[src/rtl/battle_turn_ctrl.sv]
// Two-player turn sequencer: conditions the attack/new-game keys, samples the
// GARO random word, applies saturating damage and tracks the winner.
module battle_turn_ctrl #(
   parameter int W          = 4,
   parameter int HP_INIT    = 9,
   parameter int DMG        = 3,
   parameter int HIT_THRESH = 7,
   parameter int SETTLE     = 4
) (
   input  logic         clk,
   input  logic         reset,
   input  logic         key_attack_n,
   input  logic         key_new_n,
   input  logic [W-1:0] rand_in,
   output logic         rng_run,
   output logic [W-1:0] hp_p1,
   output logic [W-1:0] hp_p2,
   output logic         turn,
   output logic         hit,
   output logic         busy,
   output logic         game_over,
   output logic         winner
);

   localparam logic [W-1:0] HP_INIT_V   = W'(HP_INIT);
   localparam logic [W-1:0] DMG_V       = W'(DMG);
   localparam logic [W-1:0] THRESH_V    = W'(HIT_THRESH);
   localparam logic [3:0]   SETTLE_LAST = 4'(SETTLE - 1);

   typedef enum logic [2:0] {
      S_IDLE,
      S_SAMPLE,
      S_RESOLVE,
      S_CHECK,
      S_OVER
   } state_t;

   state_t         state_q, state_d;
   logic [3:0]     cnt_q, cnt_d;
   logic [W-1:0]   sample_q, sample_d;
   logic [W-1:0]   hp_p1_q, hp_p1_d;
   logic [W-1:0]   hp_p2_q, hp_p2_d;
   logic           turn_q, turn_d;
   logic           hit_q, hit_d;
   logic           winner_q, winner_d;

   logic           atk_s1_q, atk_s2_q, atk_prev_q;
   logic           new_s1_q, new_s2_q, new_prev_q;
   logic           atk_pulse, new_pulse;
   logic [W-1:0]   def_hp;

   function automatic logic [W-1:0] sat_sub(input logic [W-1:0] hp);
      return (hp >= DMG_V) ? (hp - DMG_V) : '0;
   endfunction

   // Keys are released-high, so the synchronizers come out of reset at 1
   always_ff @(posedge clk or negedge reset) begin
      if (!reset) begin
         atk_s1_q   <= 1'b1;
         atk_s2_q   <= 1'b1;
         atk_prev_q <= 1'b1;
         new_s1_q   <= 1'b1;
         new_s2_q   <= 1'b1;
         new_prev_q <= 1'b1;
      end else begin
         atk_s1_q   <= key_attack_n;
         atk_s2_q   <= atk_s1_q;
         atk_prev_q <= atk_s2_q;
         new_s1_q   <= key_new_n;
         new_s2_q   <= new_s1_q;
         new_prev_q <= new_s2_q;
      end
   end

   assign atk_pulse = atk_prev_q & ~atk_s2_q;
   assign new_pulse = new_prev_q & ~new_s2_q;

   always_ff @(posedge clk or negedge reset) begin
      if (!reset) begin
         state_q  <= S_IDLE;
         cnt_q    <= '0;
         sample_q <= '0;
         hp_p1_q  <= HP_INIT_V;
         hp_p2_q  <= HP_INIT_V;
         turn_q   <= 1'b0;
         hit_q    <= 1'b0;
         winner_q <= 1'b0;
      end else begin
         state_q  <= state_d;
         cnt_q    <= cnt_d;
         sample_q <= sample_d;
         hp_p1_q  <= hp_p1_d;
         hp_p2_q  <= hp_p2_d;
         turn_q   <= turn_d;
         hit_q    <= hit_d;
         winner_q <= winner_d;
      end
   end

   assign def_hp = turn_q ? hp_p1_q : hp_p2_q;

   always_comb begin
      state_d  = state_q;
      cnt_d    = cnt_q;
      sample_d = sample_q;
      hp_p1_d  = hp_p1_q;
      hp_p2_d  = hp_p2_q;
      turn_d   = turn_q;
      hit_d    = hit_q;
      winner_d = winner_q;
      unique case (state_q)
         S_IDLE: begin
            // New game takes priority over a simultaneous attack
            if (new_pulse) begin
               hp_p1_d = HP_INIT_V;
               hp_p2_d = HP_INIT_V;
               turn_d  = 1'b0;
               hit_d   = 1'b0;
            end else if (atk_pulse) begin
               cnt_d   = '0;
               state_d = S_SAMPLE;
            end
         end
         S_SAMPLE: begin
            cnt_d = cnt_q + 4'd1;
            if (cnt_q == SETTLE_LAST) begin
               sample_d = rand_in;
               state_d  = S_RESOLVE;
            end
         end
         S_RESOLVE: begin
            hit_d = (sample_q > THRESH_V);
            if (sample_q > THRESH_V) begin
               if (turn_q) hp_p1_d = sat_sub(hp_p1_q);
               else        hp_p2_d = sat_sub(hp_p2_q);
            end
            state_d = S_CHECK;
         end
         S_CHECK: begin
            if (def_hp == '0) begin
               winner_d = turn_q;
               state_d  = S_OVER;
            end else begin
               turn_d  = ~turn_q;
               state_d = S_IDLE;
            end
         end
         S_OVER: begin
            if (new_pulse) begin
               hp_p1_d  = HP_INIT_V;
               hp_p2_d  = HP_INIT_V;
               turn_d   = 1'b0;
               hit_d    = 1'b0;
               winner_d = 1'b0;
               state_d  = S_IDLE;
            end
         end
         default: state_d = S_IDLE;
      endcase
   end

   assign busy      = (state_q == S_SAMPLE) || (state_q == S_RESOLVE) || (state_q == S_CHECK);
   assign game_over = (state_q == S_OVER);
   assign rng_run   = (state_q != S_OVER);
   assign hp_p1     = hp_p1_q;
   assign hp_p2     = hp_p2_q;
   assign turn      = turn_q;
   assign hit       = hit_q;
   assign winner    = winner_q;

endmodule

[config.mk]
export PLATFORM = sky130hd
export DESIGN_NAME = battle_turn_ctrl
export DESIGN_NICKNAME = d
export VERILOG_FILES = /design/src/rtl/battle_turn_ctrl.sv
export SDC_FILE = /design/constraint.sdc
export NUM_CORES = 1
export LEC_CHECK = 0
export BUFFER_PORTS_ARGS = -buffer_cell sky130_fd_sc_hd__buf_2
export CORE_MARGIN = 3
export CORE_UTILIZATION = 50
export CTS_CLUSTER_DIAMETER = 80
export DETAILED_ROUTE_END_ITERATION = 10
export GPL_TIMING_DRIVEN = 0
export PLACE_DENSITY_LB_ADDON = 0.2
export SLEW_MARGIN = 10
export SYNTH_ARGS = -nofsm -noshare
export SYNTH_HDL_FRONTEND = slang
export SYNTH_SLANG_ARGS = --single-unit
[constraint.sdc]
create_clock -name clk -period 2.34 [get_ports clk]
set_input_delay 0.351 -clock clk [delete_from_list [all_inputs] [get_ports clk]]
set_output_delay 0.351 -clock clk [all_outputs]
set_load 0.01 [all_outputs]
Word-level counts from Yosys, hierarchy flattened
Cells that the tools add are included.
{"block": "op_classes", "magnitude_cmp": 3, "addsub": 3, "eq_ne": 16, "n_mux": 25, "bitwise": 5, "reduce_logical": 17}
{"op": "two-way mux 4 bit", "n": 10}
{"op": "case mux 4 bit (2 select lines)", "n": 3}
{"op": "!= test 2 bit (second input constant)", "n": 8}
{"op": "two-way mux 3 bit", "n": 5}
{"op": "case mux 3 bit (5 select lines)", "n": 1}
{"op": "AND reduction 4 bit", "n": 3}
{"op": "AND reduction 3 bit", "n": 3}
{"op": ">= comparator 4 x 2 -> 1 bit (second input constant)", "n": 2}
{"op": "nonzero test 2 bit", "n": 4}
{"op": "subtractor 4 x 2 -> 4 bit (second input constant)", "n": 2}
{"op": "== test 3 x 2 -> 1 bit (second input constant)", "n": 2}
{"op": "case mux 1 bit (2 select lines)", "n": 3}
{"op": "adder 4 x 1 -> 4 bit (second input constant)", "n": 1}
{"op": "== test 4 x 2 -> 1 bit (second input constant)", "n": 1}
{"op": "> comparator 4 x 3 -> 1 bit (second input constant)", "n": 1}
{"op": "zero test 4 bit", "n": 1}
{"op": "!= test 2 x 1 -> 1 bit (second input constant)", "n": 2}
{"op": "AND reduction 2 bit", "n": 2}
{"op": "== test 3 x 1 -> 1 bit (second input constant)", "n": 1}
{"op": "== test 3 bit (second input constant)", "n": 1}
{"op": "zero test 3 bit", "n": 1}
{"op": "two-way mux 1 bit", "n": 3}
{"op": "!= test 3 bit (second input constant)", "n": 1}
{"op": "inverter 1 bit", "n": 3}
{"op": "other kinds (3)", "n": 5}
{"block": "word_totals", "reg_bits": 28, "word_cells": 83}

Longest topological paths before layout
Gate-level depths: netlist of the first run.
{"block": "logic_depth", "depth_word": 5, "depth_mapped": 6, "ltp_nobuf": 5}

Worst setup path after synthesis of the first run
OpenSTA, ideal clock, no wires.
{"block": "synth_path", "kind": "register to register", "startpoint": "reg turn_q, in the netlist turn", "endpoint": "reg turn_q, in the netlist turn", "synth_period_minus_slack_ns": 1.377, "n_path_buf": 0, "slack_ns": 0.963, "stages_incl_launch_ff": 5, "arrival_time_ns": 1.243, "cell_sequence": "dfrtp_1 or4_1 nor2_1 o31a_1 a21oi_1"}
{"block": "synth_between", "elab_chain_len": 4}
{"item": "start, declared", "line": "43", "text": "logic turn_q, turn_d;"}
{"item": "start signal, assigned", "line": "94", "text": "turn_q <= turn_d;"}
{"item": "two-way mux 4 bit", "line": "100", "text": "assign def_hp = turn_q ? hp_p1_q : hp_p2_q;"}
{"item": "zero test 4 bit", "line": "140", "text": "if (def_hp == '0) begin"}
{"item": "!= test 2 bit (no source line)"}
{"item": "AND reduction 3 bit (no source line)"}
Several ways; a longest one is shown, not always the timed one. The select of a mux whose other input is x is not followed.
A chain may end at the register's enable or synchronous reset.

Worst setup path in the final report of the first run
{"block": "layout_path", "startpoint": "reg state_q[0]", "endpoint": "out game_over"}
{"block": "layout_between", "elab_chain_len": 1}
{"item": "start, declared", "line": "38", "text": "state_t state_q, state_d;"}
{"item": "start signal, assigned", "line": "89", "text": "state_q <= state_d;"}
{"item": "== test 3 bit", "line": "163", "text": "assign game_over = (state_q == S_OVER);"}
{"item": "end, declared", "line": "21", "text": "output logic game_over,"}
Every way passes these cells.

==> flow_summary.toml, run 1 <==
[yosys]
synth_nets = 133
synthDistinctLibCells = 36
avgSynthCellArea_um2 = 9.948
yosysMostFrequentCell = "dfrtp_1"
yosysTopAreaCell = "dfrtp_1"
synthTopCellsByArea = "dfrtp_1 (31%), dfstp_2 (22%), nand3_1 (4.1%), o21ai_0 (3.3%), ha_1 (3.1%)"
synth.top_cell.area_share_pct = 30.93
async_flop_share_pct = 100.0
synth_common_cells = "dfrtp_1 (15), dfstp_2 (10), nand2_1 (10), nand3_1 (10), nor2_1 (10)"
synth_edf_count = 0
synth_seq_cells = 25
ys_seq_area_share_pct = 52.58
postSynthCellCount = 122
synth_area_um2 = 1214
ys_warn_count = 0
synth-main-ff-cell = "dfrtp_1"

[route]
vias = 1017
vias_per_cell = 5.913
wire_per_inst_um = 14.13
first_iter_violations = 25
wirelength_mm = 2.431
first_pass_iters = 4
ant_nets = 0
drc = 0

[clock_network]
clk_latency_ns = 0.32
post_cts_resized = 0
cts_tree = "yes"
hold_buffers = 0
cts_buffer_depth = 2
root_buffer = "clkbuf_4"
cts_made_buffers = 3
numClockSinks = 25
h-tree-depth = 1
clk_pin_slew_ns = 0.13
postCtsSetupBuffers = 0

[floorplanning]
core-area_um2 = 2255
rows = 17
io_pins = 22
start_util_pct = 53.83
die_area_um2 = 3054
die_h_um = 55.27
fp.dieW_um = 55.27

[run_status]
violations = "negative hold slack"
status = "finished with violations"

[layout]
area.growth.synth_to_final_pct = 12.47
multi_input_area_um2 = 535.5
fill_cells = 203
seq_area_um2 = 638.1
final_util_pct = 60.54
n_antenna_cell = 0
fin_cells = 172
nets = 156
drive_above_1_share_pct = 25.69

[timing]
whs_ns = -0.005765
tightest_slew_ns = 0.5375
fin_tns_setup_ns = 0
skew_ns = 0.005438
period_needed_ns = 1.837
finalCritPeriodShare_pct = 78.51
setup_slack_ns = 0.5028
max_freq_mhz = 544.3
maxSlewViolCount = 0
hold_viol = 9
relSlewSlack_pct = 64.17
grt_setup_unrepaired = "false"
setup_viol = 0

[job]
maxCapViolCount = 0

[global_route]
grt_pass1_vias = 958
grt_use_total_pct = 16.79
grt_overflow = 0
grt_start_max_net_pins = 26
grt_pass1_wl_mm = 4.146
antenna_found_initial = 0

[setup_path]
crit_path_start_kind = "flop"
cp.required_ns = 1.99
end_kind = "primary output"
path_class = "reg -> out"
crit_arrival_ns = 1.49
path_max_fanout = 9

[place]
hpwl_mm = 1.751
post-place-cells = 168
gp_congestion = 0.7706
port_buffers = 18
dp_slack_ns = 0.8270

[power]
power_density_nw_per_um2 = 1152
max-vdd-ir-drop_mv = 0.7278
p_leak_nw = 0.6073

[worst_hold_path]
worstHoldPathType = "in -> async"
[path summary, 6_finish.rpt]
check,endpoint,depth (start not counted),start,slack [ns]
setup / recovery,game_over,5,state_q[0],0.50
hold / removal,hp_p1[1],1,reset,-0.006
setup reg to reg,cnt_q[3],4,new_prev_q,0.79
hold reg to reg,atk_s2_q,0,atk_s1_q,0.37
max in group asynchronous,new_s1_q,1,reset,1.97
min in group clk,atk_s1_q,1,key_attack_n,0.12
[metrics by stage]
| stage | instance area (um^2) | total power (W) | hold slack [ns] |
|---|---|---|---|
| after floorplan | 1214 | 0.001182 | 0.05541 |
| after global placement | 1339 | 0.001357 | 0.3481 |
| after detailed placement | 1339 | 0.001391 | 0.3488 |
| after CTS | 1365 | 0.001586 | 0.005762 |
| after global routing | 1365 | 0.001713 | 0.01278 |
| final | 1365 | 0.001573 | -0.005765 |
[registers in the layout, summed over array words and instances (netlist names), 3 cells and up]
name,flops
cnt_q,4
hp_p1,4
state_q,3
hp_p2,4
[area by class of cell]
cell class / count / share of cell area (%)
inverter: 3 / 0.8249
multi-input combinational: 88 / 39.23
sequential: 25 / 46.75
clock buffer: 4 / 1.925
buffer: 6 / 2.108
tap: 28 / 2.566
timing repair buffer: 18 / 6.599
[routing by layer]
| layer | up-vias | track usage [%] | wire (um) |
|---|---|---|---|
| li1 | 489 | - | - |
| met1 | 500 | 21.63 | 1120 |
| met2 | 23 | 27.87 | 1163 |
| met3 | 5 | 2.570 | 97 |
| met4 | 0 | 7.292 | 48 |
| met5 | - | 0 | 0 |
[cells in the final DEF, fill, tap and decap left out, types with 3 or more instances in the layout]
cell,Yosys,layout
a21oi_1,7,7
buf_2,2,20
clkbuf_1,3,4
clkbuf_4,0,3
dfrtp_1,15,15
dfstp_2,10,10
ha_1,3,3
inv_1,3,3
nand2_1,10,10
nand2b_1,5,5
nand3_1,10,10
nor2_1,10,10
nor3_1,3,3
o211ai_1,3,3
o21ai_0,8,8
[logic make-up after synthesis]
family / share of synthesized area [%]
flip-flops: 52.58
adder cells (fa/ha/maj): 3.093
buffers and inverters: 3.299
multiplexers: 0.9278
AND/OR/NAND/NOR: 21.03
AO/OA/AOI/OAI: 19.07
[power breakdown]
| part | switching (W) | internal (W) | total [W] | leakage, nW |
|---|---|---|---|---|
| logic | 0.000372 | 0.000288 | 0.000660 | 0.295 |
| clock network | 0.000122 | 0.0000667 | 0.000188 | 0.0150 |
| registers | 0.000139 | 0.000585 | 0.000725 | 0.297 |
[worst max-delay path: stages, from the launching register on]
cell and delay, ns:
dfrtp_1 0.38, buf_2 0.16, nor2_1 0.27, nand2_1 0.16
inv_1 0.08, buf_2 0.12
(Power assumes the default switching activity.)
==> run 2: changes to the inputs <==
--- a/config.mk
+++ b/config.mk
@@ -7,7 +7,7 @@
 export LEC_CHECK = 0
 export BUFFER_PORTS_ARGS = -buffer_cell sky130_fd_sc_hd__buf_2
 export CORE_MARGIN = 3
-export CORE_UTILIZATION = 50
+export CORE_UTILIZATION = 48
 export CTS_CLUSTER_DIAMETER = 80
 export DETAILED_ROUTE_END_ITERATION = 10
 export GPL_TIMING_DRIVEN = 0
==> constraint.sdc (replaced) <==
create_clock -name clk -period 1.5 [get_ports clk]
set_input_delay 0.225 -clock clk [delete_from_list [all_inputs] [get_ports clk]]
set_output_delay 0.225 -clock clk [all_outputs]
set_load 0.01 [all_outputs]
==> run 2 against run 1 <==
The run now ends clean. Global-route usage fell by 0.91 points. Setup slack got worse by 0.47 ns. Critical path depth did not move. Hold slack improved by 0.14 ns. Sequential power rose by 59%. Cell area rose by 7.8%. Final cell count rose by 3.5%. Flip-flop and latch count did not move. Highest routed layer unchanged.
==> flow_summary.toml, run 2 (synthesis results as in run 1) <==
[clock_network]
cts_buffer_depth = 2
cts_made_buffers = 3
clk_latency_ns = 0.31
numClockSinks = 25
h-tree-depth = 1
cts_tree = "yes"
clk_pin_slew_ns = 0.14
root_buffer = "clkbuf_4"

[timing]
hold_viol = 0
tightest_slew_ns = 0.5332
setup_viol = 0
period_needed_ns = 1.466
fin_tns_setup_ns = 0
grt_setup_unrepaired = "true"
skew_ns = 0.002264
max_freq_mhz = 682.0
finalCritPeriodShare_pct = 97.76
maxSlewViolCount = 0
relSlewSlack_pct = 64.46

[power]
swShare_pct = 40.06
internal_power_w = 0.001573
max-vdd-ir-drop_mv = 1.118
p_switching_w = 0.001051
p_leak_nw = 0.6473
pwr-share-comb_pct = 44.7
power_density_nw_per_um2 = 1783
p_clk_share_pct = 11.4
p_seq_share_pct = 43.9

[setup_path]
crit_chain = "buf_6, nor2_4, nand2_2, inv_2, buf_6"
end_kind = "primary output"
critPathBufInv = 3
critPathMostFrequentCell = "buf_6"
crit_path_start_kind = "flop"
crit_arrival_ns = 1.24
cp_top_family = "flip-flops"
cp_slowest_cell = "dfrtp_1"
crit_path_max_incr_delay_ns = 0.40
path_max_fanout = 7
cp.required_ns = 1.27
path_class = "reg -> out"

[global_route]
grt_start_max_net_pins = 26
grt_overflow = 0
grt_use_total_pct = 15.88
grt_pass1_vias = 904
antenna_found_initial = 0
grt_pass1_wl_mm = 4.119

[layout]
nets = 162
n_antenna_cell = 0
layout_commonest_cell = "buf_2"
layout_common_cells = "buf_2 (18), dfrtp_1 (15), nand3_1 (10), dfstp_2 (10)"
area.growth.synth_to_final_pct = 21.24
final_util_pct = 64.05
drive_above_1_share_pct = 34.00

[run_status]
status = "complete, no violations"

[floorplanning]
core-area_um2 = 2297
die_h_um = 56.29
fp.dieW_um = 56.29
rows = 17
io_pins = 22
start_util_pct = 52.83
die_area_um2 = 3168

[route]
wirelength_mm = 2.492
vias_per_cell = 5.787
ant_nets = 0
wire_per_inst_um = 14.00
drc = 0
first_iter_violations = 22
first_pass_iters = 4
vias = 1030

[worst_hold_path]
worstHoldPathType = "in -> reg"

[place]
hpwl_mm = 1.702
gp_congestion = 0.7806
port_buffers = 18

[job]
maxCapViolCount = 0
-- run 2: cell count changes in the layout (fill, tap and decap cells not counted), moves of 2 or more --
cell           previous run  this run
buf_2                    20        18
buf_6                     0         2
nand2_1                  10         8
dlygate4sd3_1             0         3
clkbuf_1                  4         2
nor2_1                   10         8
nand2_2                   0         2
buf_4                     1         4
-- run 2: per-stage QoR --
step	hold WS (ns)	instance area (um^2)	instances	setup slack (ns)	power, W
after CTS	0.1353	1426	177	0.01487	0.002539
after detailed placement	0.2393	1339	168	-0.04080	0.002155
after floorplan	-0.07059	1214	122	0.1232	0.001844
after global placement	0.2374	1339	168	-0.0004152	0.002118
after global routing	0.1469	1471	178	-0.02546	0.002830
final	0.1349	1471	178	0.03365	0.002623
-- run 2: worst reg2reg max path, stage by stage, from the launching register on --
cell	delay, ns
dfrtp_1	0.40
buf_6	0.14
and4bb_1	0.24
buf_4	0.17
and2b_1	0.16
o31ai_1	0.10
o211ai_2	0.16
-- run 2: power groups by stage --
stage          clock network [W]  registers (W)  logic, W
2_1_floorplan                  0        0.00114  0.000706
3_3_place_gp                   0        0.00112  0.000997
3_5_place_dp                   0        0.00113   0.00102
4_1_cts                 0.000310        0.00113   0.00110
5_1_grt                 0.000331        0.00118   0.00132
6_report                0.000298        0.00115   0.00117
-- run 2: final cells by class --
class	count	area [um^2]
Tap cell	28	35.03
Clock buffer	3	22.52
Timing Repair Buffer	24	148.9
Buffer	6	35.03
Sequential cell	25	638.1
Clock inverter	1	5.005
Inverter	3	11.26
Fill cell	192	825.8
Multi-Input combinational cell	88	575.6
-- run 2: timing repair --
item | CTS | global route
buffers inserted | 2 | 1
hold buffers | 3 | 0
endpoints found under the hold margin | 17 | 0
gates resized for setup | 5 | 11
setup endpoints to repair | 7 | 7
pin swaps | 1 | 1
-- run 2: final timing paths --
kind / startpoint / to / slack (ns) / cells past startpoint
max in group asynchronous: reset / hp_p1[0] / 0.72 / 2
worst max-delay path: state_q[0] / game_over / 0.03 / 5
worst max register to register: state_q[0] / hp_p2[0] / 0.08 / 6
worst min-delay path: rand_in[3] / sample_q[3] / 0.13 / 2
worst min register to register: new_s1_q / new_s2_q / 0.37 / 0
min in group asynchronous: reset / hp_p2[1] / 0.41 / 2
-- run 2: layer usage --
metal  vias up  routed length [um]  GRT usage (%)
li1        507                   -              -
met1       497                1141          21.91
met2        24                1219          26.04
met3         2                 116          2.529
met4         0                  14          4.068
met5         -                   0              0
==> run 3: changes to the inputs <==
--- a/config.mk
+++ b/config.mk
@@ -12,6 +12,7 @@
 export DETAILED_ROUTE_END_ITERATION = 10
 export GPL_TIMING_DRIVEN = 0
 export PLACE_DENSITY_LB_ADDON = 0.2
+export SETUP_SLACK_MARGIN = 0.4
 export SLEW_MARGIN = 10
 export SYNTH_ARGS = -nofsm -noshare
 export SYNTH_HDL_FRONTEND = slang
==> run 3 against run 2 <==
The flow now finishes with violations (negative setup slack). Wire length increased by 54%. Combinational power is 85% higher. Flip-flop and latch count stayed put. Non-clock buffer count up 27. Hold slack improved by 0.0035 ns. Clock power increased by 3%. Final cell count is 15% higher. Highest routed layer unchanged. Global-route usage up 7.1 points. Cell area increased by 34%. Clock-buffer cell count grew 1. Critical endpoint is now turn. Largest cell class is now multi-input gates. First-iteration DRC count grew 95%.
==> flow_summary.toml, run 3 (synthesis results as in run 1) <==
[run_status]
status = "finished with violations"
violations = "negative setup slack"

[layout]
layout_common_cells = "buf_4 (21), buf_6 (19), dfrtp_1 (13)"
nets = 189
drive_above_1_share_pct = 58.19
final_util_pct = 85.57
fin_cells = 205
n_antenna_cell = 0
layout_commonest_cell = "buf_4"
area.growth.synth_to_final_pct = 61.96

[timing]
setup_slack_ns = -0.01988
skew_ns = 0.004411
maxSlewViolCount = 0
max_freq_mhz = 657.9
grt_setup_unrepaired = "true"
setup_viol = 1
hold_viol = 0
finalCritPeriodShare_pct = 101.3
relSlewSlack_pct = 63.34
fin_tns_setup_ns = -0.01988
period_needed_ns = 1.520
whs_ns = 0.1384
tightest_slew_ns = 0.5499

[floorplanning]
fp.dieW_um = 56.29
die_h_um = 56.29
io_pins = 22
core-area_um2 = 2297
rows = 17
start_util_pct = 52.83
die_area_um2 = 3168

[setup_path]
crit_arrival_ns = 1.74
timing.rr.end = "turn"
reg2regPathDepth = 5
crit_path_max_incr_delay_ns = 0.41
crit_path_start_kind = "flop"
end_kind = "flop"
path_max_fanout = 10
crit_chain = "buf_6, nand3b_1, o21ai_0, o31a_1, a21oi_1"
rrSetupSlack_ns = -0.02
startpoint = "state_q[2]"
r2r-start = "state_q[2]"
cp_slowest_cell = "dfrtp_1"
path_class = "reg -> reg"
critPathCapture = "turn"
cp.required_ns = 1.72

[clock_network]
numClockSinks = 25
cts_tree = "yes"
cts_buffer_depth = 2
h-tree-depth = 1
clk_latency_ns = 0.32
cts_made_buffers = 3
clk_pin_slew_ns = 0.14
root_buffer = "clkbuf_4"

[place]
post-place-cells = 168
gp_congestion = 0.7596
port_buffers = 18
hpwl_mm = 1.767
dp_slack_ns = 0.06945

[route]
wire_per_inst_um = 18.78
vias_per_cell = 6.127
drc = 0
first_iter_violations = 43
ant_nets = 0
wirelength_mm = 3.850
first_pass_iters = 4
vias = 1256

[worst_hold_path]
worstHoldPathType = "in -> reg"

[global_route]
grt_use_total_pct = 22.97
grt_start_max_net_pins = 26
grt_overflow = 0
grt_pass1_vias = 1247
grt_pass1_wl_mm = 5.754
antenna_found_initial = 0

[power]
max-vdd-ir-drop_mv = 1.302
power_density_nw_per_um2 = 1849
p_leak_nw = 0.8749

[job]
maxCapViolCount = 0
==> run 3: changes by cell type in the layout (fill, tap and decap cells not counted), sizes merged <==
cell    change
clkinv      -1
clkbuf      +2
buf        +26
==> run 3: critical path, delay by kind of cell, from the launching register on <==
kind                   cells  cell delay (ns)
flip-flops                 1             0.41
buffers and inverters      1             0.15
AO/OA/AOI/OAI              3             0.55
AND/OR/NAND/NOR            1             0.30
==> run 3: routing by layer <==
layer  part of all wire, %  vias up  routed length, um  global-route usage, %
li1                      -      561                  -                      -
met3                   5.1        9                197                  2.299
met5                     0        -                  0                      0
met4                   2.0        0                 76                  11.19
met1                    41      639               1584                  31.08
met2                    52       47               1992                  36.73
==> run 3: how the worst min path moves through the flow <==
stage	startpoint	endpoint	slack [ns]	depth (start not counted)
global placement	reset	hp_p1[1]	0.24	1
finish	rand_in[3]	sample_q[3]	0.14	2
detailed placement	reset	hp_p2[2]	0.24	1
global route	rand_in[3]	sample_q[3]	0.13	2
floorplan	reset	cnt_q[0]	-0.07	0
CTS	rand_in[3]	sample_q[3]	0.13	2
==> run 3: metrics by stage <==
stage                     instance area, um^2  power (W)
after floorplan                          1246   0.001903
after global placement                   1371   0.002177
after detailed placement                 1371   0.002225
after CTS                                1767   0.003144
after global routing                     1966   0.003846
final                                    1966   0.003635
==> run 3: area by class of cell <==
type	count	area (um^2)
Multi-Input combinational cell	88	752.0
Sequential cell	25	640.6
Timing Repair Buffer	51	431.7
Fill cell	110	331.6
Buffer	6	68.82
Tap cell	28	35.03
Clock buffer	4	26.28
Inverter	3	11.26
==> run 3: repair_timing <==
action	4_1_cts	5_1_grt
pin swaps	8	9
gates resized for setup	41	28
setup endpoints to repair	32	33
cloned	2	0
hold buffers	3	0
setup buffers	19	9
endpoints found under the hold margin	17	0
==> run 3: power breakdown <==
part | switching, W | total [W] | internal, W
clock | 0.000203 | 0.000308 | 0.000104
sequential | 0.000237 | 0.00116 | 0.000918
combinational | 0.00104 | 0.00217 | 0.00113
total | 0.00148 | 0.00363 | 0.00216
